File: src/rtl/opl_pkt_stats_pkg.sv
// Shared encodings and default widths for the output-port-lookup packet statistics stage.
package opl_pkt_stats_pkg;

    typedef enum logic [1:0] {
        EMPTY = 2'd0,
        ONE   = 2'd1,
        FULL  = 2'd2
    } occ_e;

    localparam int INFLIGHT_LSB = 0;
    localparam int OCC_LSB      = 8;
    localparam int DBG_FIELD_W  = 8;

    localparam int DEF_DATA_W     = 256;
    localparam int DEF_USER_W     = 128;
    localparam int DEF_CNT_W      = 32;
    localparam int DEF_INFLIGHT_W = 8;

endpackage

File: src/rtl/opl_axis_skid.sv
// Two-entry AXI4-Stream skid buffer: full throughput with a registered s_axis ready.
module opl_axis_skid
    import opl_pkt_stats_pkg::*;
#(
    parameter int DATA_W = DEF_DATA_W,
    parameter int KEEP_W = DEF_DATA_W / 8,
    parameter int USER_W = DEF_USER_W
) (
    input  logic              clk,
    input  logic              resetn,
    input  logic [DATA_W-1:0] i_s_tdata,
    input  logic [KEEP_W-1:0] i_s_tkeep,
    input  logic [USER_W-1:0] i_s_tuser,
    input  logic              i_s_tvalid,
    input  logic              i_s_tlast,
    output logic              o_s_tready,
    output logic [DATA_W-1:0] o_m_tdata,
    output logic [KEEP_W-1:0] o_m_tkeep,
    output logic [USER_W-1:0] o_m_tuser,
    output logic              o_m_tvalid,
    output logic              o_m_tlast,
    input  logic              i_m_tready,
    output logic [1:0]        o_occ
);

    localparam int PW = DATA_W + KEEP_W + USER_W + 1;

    occ_e            r_state;
    logic            r_tready;
    logic            r_tvalid;
    logic [PW-1:0]   r_out;
    logic [PW-1:0]   r_skid;
    logic [PW-1:0]   w_in;
    logic            w_acc;
    logic            w_dlv;

    assign w_in  = {i_s_tdata, i_s_tkeep, i_s_tuser, i_s_tlast};
    assign w_acc = i_s_tvalid && r_tready;
    assign w_dlv = r_tvalid && i_m_tready;

    // Ready/valid are updated alongside the state so both reflect the next occupancy.
    always_ff @(posedge clk or negedge resetn) begin
        if (!resetn) begin
            r_state  <= EMPTY;
            r_tready <= 1'b0;
            r_tvalid <= 1'b0;
            r_out    <= '0;
            r_skid   <= '0;
        end else begin
            case (r_state)
                EMPTY: begin
                    r_tready <= 1'b1;
                    if (w_acc) begin
                        r_out    <= w_in;
                        r_state  <= ONE;
                        r_tvalid <= 1'b1;
                    end
                end
                ONE: begin
                    case ({w_acc, w_dlv})
                        2'b10: begin
                            r_skid   <= w_in;
                            r_state  <= FULL;
                            r_tready <= 1'b0;
                        end
                        2'b01: begin
                            r_state  <= EMPTY;
                            r_tvalid <= 1'b0;
                        end
                        2'b11: r_out <= w_in;
                        default: ;
                    endcase
                end
                FULL: begin
                    if (w_dlv) begin
                        r_out    <= r_skid;
                        r_state  <= ONE;
                        r_tready <= 1'b1;
                    end
                end
                default: begin
                    r_state  <= EMPTY;
                    r_tready <= 1'b1;
                    r_tvalid <= 1'b0;
                end
            endcase
        end
    end

    assign {o_m_tdata, o_m_tkeep, o_m_tuser, o_m_tlast} = r_out;
    assign o_m_tvalid = r_tvalid;
    assign o_s_tready = r_tready;
    assign o_occ      = r_state;

endmodule

File: src/rtl/opl_pkt_stats.sv
// In-line AXI4-Stream packet statistics stage with CPU counters, debug and flip registers.
// Define OPL_PKT_STATS_SAT_EN to make the packet counters saturate instead of wrapping.
module opl_pkt_stats
    import opl_pkt_stats_pkg::*;
#(
    parameter int C_AXIS_DATA_WIDTH  = DEF_DATA_W,
    parameter int C_AXIS_TUSER_WIDTH = DEF_USER_W,
    parameter int CNT_WIDTH          = DEF_CNT_W,
    parameter int INFLIGHT_WIDTH     = DEF_INFLIGHT_W
) (
    input  logic                            clk,
    input  logic                            resetn,
    input  logic [C_AXIS_DATA_WIDTH-1:0]    s_axis_tdata,
    input  logic [C_AXIS_DATA_WIDTH/8-1:0]  s_axis_tkeep,
    input  logic [C_AXIS_TUSER_WIDTH-1:0]   s_axis_tuser,
    input  logic                            s_axis_tvalid,
    input  logic                            s_axis_tlast,
    output logic                            s_axis_tready,
    output logic [C_AXIS_DATA_WIDTH-1:0]    m_axis_tdata,
    output logic [C_AXIS_DATA_WIDTH/8-1:0]  m_axis_tkeep,
    output logic [C_AXIS_TUSER_WIDTH-1:0]   m_axis_tuser,
    output logic                            m_axis_tvalid,
    output logic                            m_axis_tlast,
    input  logic                            m_axis_tready,
    output logic [CNT_WIDTH-1:0]            counterin_reg,
    input  logic                            counterin_reg_clear,
    output logic [CNT_WIDTH-1:0]            counterout_reg,
    input  logic                            counterout_reg_clear,
    input  logic [31:0]                     cpu2ip_flip_reg,
    output logic [31:0]                     ip2cpu_flip_reg,
    output logic [31:0]                     ip2cpu_debug_reg
);

    localparam logic [INFLIGHT_WIDTH-1:0] INF_MAX = '1;

    logic [1:0]                w_occ;
    logic                      w_in_evt;
    logic                      w_out_evt;
    logic [INFLIGHT_WIDTH-1:0] r_inflight;
    logic [31:0]               w_dbg;

    opl_axis_skid #(
        .DATA_W (C_AXIS_DATA_WIDTH),
        .KEEP_W (C_AXIS_DATA_WIDTH / 8),
        .USER_W (C_AXIS_TUSER_WIDTH)
    ) u_skid (
        .clk        (clk),
        .resetn     (resetn),
        .i_s_tdata  (s_axis_tdata),
        .i_s_tkeep  (s_axis_tkeep),
        .i_s_tuser  (s_axis_tuser),
        .i_s_tvalid (s_axis_tvalid),
        .i_s_tlast  (s_axis_tlast),
        .o_s_tready (s_axis_tready),
        .o_m_tdata  (m_axis_tdata),
        .o_m_tkeep  (m_axis_tkeep),
        .o_m_tuser  (m_axis_tuser),
        .o_m_tvalid (m_axis_tvalid),
        .o_m_tlast  (m_axis_tlast),
        .i_m_tready (m_axis_tready),
        .o_occ      (w_occ)
    );

    assign w_in_evt  = s_axis_tvalid && s_axis_tready && s_axis_tlast;
    assign w_out_evt = m_axis_tvalid && m_axis_tready && m_axis_tlast;

    // A clear coinciding with an event counts that event, so the result is 1.
    function automatic logic [CNT_WIDTH-1:0] cnt_next(input logic [CNT_WIDTH-1:0] cnt,
                                                      input logic clr, input logic evt);
        if (clr)
            return evt ? CNT_WIDTH'(1) : '0;
        if (!evt)
            return cnt;
`ifdef OPL_PKT_STATS_SAT_EN
        if (&cnt)
            return cnt;
`endif
        return cnt + CNT_WIDTH'(1);
    endfunction

    always_comb begin
        w_dbg = '0;
        w_dbg[OCC_LSB +: DBG_FIELD_W]      = DBG_FIELD_W'(w_occ);
        w_dbg[INFLIGHT_LSB +: DBG_FIELD_W] = DBG_FIELD_W'(r_inflight);
    end

    always_ff @(posedge clk or negedge resetn) begin
        if (!resetn) begin
            counterin_reg    <= '0;
            counterout_reg   <= '0;
            r_inflight       <= '0;
            ip2cpu_flip_reg  <= '0;
            ip2cpu_debug_reg <= '0;
        end else begin
            counterin_reg    <= cnt_next(counterin_reg, counterin_reg_clear, w_in_evt);
            counterout_reg   <= cnt_next(counterout_reg, counterout_reg_clear, w_out_evt);
            ip2cpu_flip_reg  <= ~cpu2ip_flip_reg;
            ip2cpu_debug_reg <= w_dbg;
            // Hitting either bound means the upstream protocol was violated; just hold.
            if (w_in_evt && !w_out_evt && r_inflight != INF_MAX)
                r_inflight <= r_inflight + INFLIGHT_WIDTH'(1);
            else if (w_out_evt && !w_in_evt && r_inflight != '0)
                r_inflight <= r_inflight - INFLIGHT_WIDTH'(1);
        end
    end

endmodule

File: config.mk
export PLATFORM = sky130hd
export DESIGN_NAME = opl_pkt_stats
export DESIGN_NICKNAME = d
export VERILOG_FILES = /design/src/rtl/opl_pkt_stats_pkg.sv /design/src/rtl/opl_axis_skid.sv /design/src/rtl/opl_pkt_stats.sv
export SDC_FILE = /design/constraint.sdc
export NUM_CORES = 1
export LEC_CHECK = 0
export ABC_AREA = 1
export BUFFER_PORTS_ARGS = -buffer_cell sky130_fd_sc_hd__buf_4
export CAP_MARGIN = 20
export CORE_AREA = 3 3 388 390
export DETAILED_ROUTE_END_ITERATION = 10
export DIE_AREA = 0 0 391 393
export GPL_TIMING_DRIVEN = 0
export PLACE_DENSITY_LB_ADDON = 0.12
export SKIP_CTS_REPAIR_TIMING = 1
export SYNTH_ARGS = -nofsm -noshare
export SYNTH_HDL_FRONTEND = slang
export SYNTH_HIERARCHICAL = 1
export SYNTH_SLANG_ARGS = --single-unit
File: constraint.sdc
create_clock -name clk -period 3.8 [get_ports clk]
set_input_delay 0.57 -clock clk [delete_from_list [all_inputs] [get_ports clk]]
set_output_delay 0.57 -clock clk [all_outputs]
set_load 0.01 [all_outputs]
==> results.ini <==
[setup_path]
reg2reg_slack_ps=770
cp_max_fo=9
worstSetupPathType=reg -> reg
r2r_end=r_inflight[7]
ff2ff_path_depth=12
cp.required_ps=4400
r2r_start=u_skid/r_out[0]
cp.arrival_ps=3630
cp-end-kind=flip-flop
start_kind=flip-flop

[sta]
min_period_ps=3030
drv_slew=0
rsz0062_at_grt=no
max_freq_mhz=330
tightest_slew_ps=1020
setup_ws_ps=770
fin_crit_sh_pct=79.7
setup_viol=0
max_slew_margin_pct=31.8
hold_violations=0
fin_worst_skew_ps=29.2

[power_and_ir_drop]
seqPwrFrac_pct=44.6
p_per_area_mw_per_mm2=391
internal_power_uw=17600
irDropWorstVdd_uv=409
p_leak_uw=0.0306
power_frac_comb_pct=3.6
finalPower_uw=22800
switching_share_pct=22.8
power.switching_uw=5190
p_clk_share_pct=51.8

[finish]
seqCellArea_mm2=0.0238
finish.instance_area_mm2=0.0584
finalNonFillerCells=8949
area_growth_pct=33.4
n_fill_cell=15500
multi_input_area_mm2=0.0177
final_nets=7350
reg.largest.list=u_skid/r_out: 417 flops, u_skid/r_skid: 417 flops
drive_gt1_share_pct=21.0

[synth]
synthSimpleGateAreaFrac_pct=39.0
synthArstFlopShare_pct=100
syn_area_mm2=0.0438
synth_cell_types=42
syn_inst=5725
yosysWarnings=6
synth_fa_ha_area_share_pct=0.274
synth_top_family_by_area=simple AND/OR/NAND/NOR gates
synth_ff_type=dfrtp_1
ys_seq_area_share_pct=54.4
synth-compound-area-share_pct=0.872
synth_area_leaders=dfrtp_1 (54%), nand2_1 (27%), nand3_1 (10%)
post-synth-top-count-cell=nand2_1
synth_area_per_cell_um2=7.64
synth_edf_count=0
ys_ff_latch=952
netlist_top_cells_count=nand2_1 (3120), dfrtp_1 (952), nand3_1 (880)
synth_xor_area_share_pct=0.120
synthMuxAreaShare_pct=0
synth_top_area_cell=dfrtp_1
synth.top_cell.area_share_pct=54.4

[cts]
cts_tree=done
clk_pin_slew_ps=60
clk_latency_ps=730
h-tree-depth=3
cts-root-buf=clkbuf_16
clock-sinks=952
cts_made_buffers=116
clockBufferDepth=3

[hold_path]
hp-class=in -> reg
hold_start=counterin_reg_clear
hold_end=counterin_reg[1]
min_path_cells=2

[floorplan]
start_util_pct=29.7
dieArea_mm2=0.154
core_area_mm2=0.147
dieHeight_um=393
fp-row-count=141
io-pin-count=1002
die_w_um=391

[placement]
postPlaceCellArea_mm2=0.0539
port_buffers=979
dpl.hpwl_mm=138
globalplace.congestion=0.871
dp.cells=8665
pre_cts_ws_ps=730

[global_routing]
antenna_found_initial=60
grt.overflow.total=0
grt_pass1_vias=40400
grt_max_degree=148
grt_pass1_wl_mm=268
grt_usage_pct=23.2

[route]
drc=0
drt-total-wl_mm=184
wl_per_cell_um=20.5
via_count=41400
antenna_left=0
first_iter_violations=2913
viasPerCell=4.62
dr.pass1.iters=5

[outcome]
status=complete, no violations

[flow_run]
cap_violations=0

final cells by class:
| class | count | area share (%) |
|---|---|---|
| Antenna cell | 33 | 0.141 |
| Buffer | 396 | 3.26 |
| Clock buffer | 170 | 5.94 |
| Clock inverter | 48 | 1.04 |
| Inverter | 103 | 0.667 |
| Multi-Input combinational cell | 4295 | 30.4 |
| Sequential cell | 952 | 40.8 |
| Tap cell | 1930 | 4.14 |
| Timing Repair Buffer | 1022 | 13.6 |
metal layers:
layer	part of all wire, %	global-route usage (%)	vias to the layer above
li1	-	-	20300
met1	41	29.2	19600
met2	47	37.5	1108
met3	8.7	7.60	250
met4	3.0	7.76	38
met5	0.14	0	-
power groups by stage:
| stage | clock network (µW) | logic, µW | registers (µW) |
|---|---|---|---|
| 3_3_place_gp | 0 | 782 | 10400 |
| 4_1_cts | 12200 | 814 | 10200 |
| 6_report | 11800 | 818 | 10200 |
| 2_1_floorplan | 0 | 48.3 | 10400 |
| 5_1_grt | 12600 | 910 | 10200 |
| 3_5_place_dp | 0 | 813 | 10300 |
layout by cell type, fill, tap and decap left out, types with 34 or more instances in the layout:
cell	n
buf_2	197
nand2_1	3120
a21oi_1	37
buf_1	35
clkbuf_8	34
buf_4	1021
dfrtp_1	952
clkbuf_16	117
nor2_1	121
nand3_1	880
clkbuf_1	139
inv_1	97
through the flow:
step / hold slack [ps] / setup TNS [ps] / util [%]
CTS: -275 / 0 / 39.3
global route: 13.7 / 0 / 39.5
floorplan: 274 / 0 / -
global placement: 407 / -9728620 / 36.3
detailed placement: 418 / 0 / 36.5
finish: 53.0 / 0 / 39.6
kinds of logic (layout without fill, tap and decap cells):
family,count (synthesis),after routing
AOI/OAI and AO/OA,73,73
xor gates and xnor gates,6,6
adders and majority gates,9,9
buffers and inverters,499,1739
DFF,952,952
other,1,55
and+or+nand+nor,4185,4185
worst max-delay path by stage:
stage / from / end / cells after the start
final: u_skid/r_out[0] / r_inflight[7] / 12
after global routing: u_skid/r_out[0] / r_inflight[7] / 12
after CTS: u_skid/r_out[0] / r_inflight[7] / 12
after detailed placement: m_axis_tready / r_inflight[7] / 13
after global placement: resetn / ip2cpu_flip_reg[10] / 1
after floorplan: m_axis_tready / r_inflight[7] / 12
critical path: stages (launching register included):
cell and delay [ps]:
dfrtp_1 610, nand3_2 330, inv_1 290, nor2_1 80, o21ai_1 430, ha_1 420
a21o_1 200, a21boi_0 230, nand2_1 80, nand2_1 90, nand2_1 60, nand2_1 50
nand2_1 40
(Power assumes the default switching activity.)
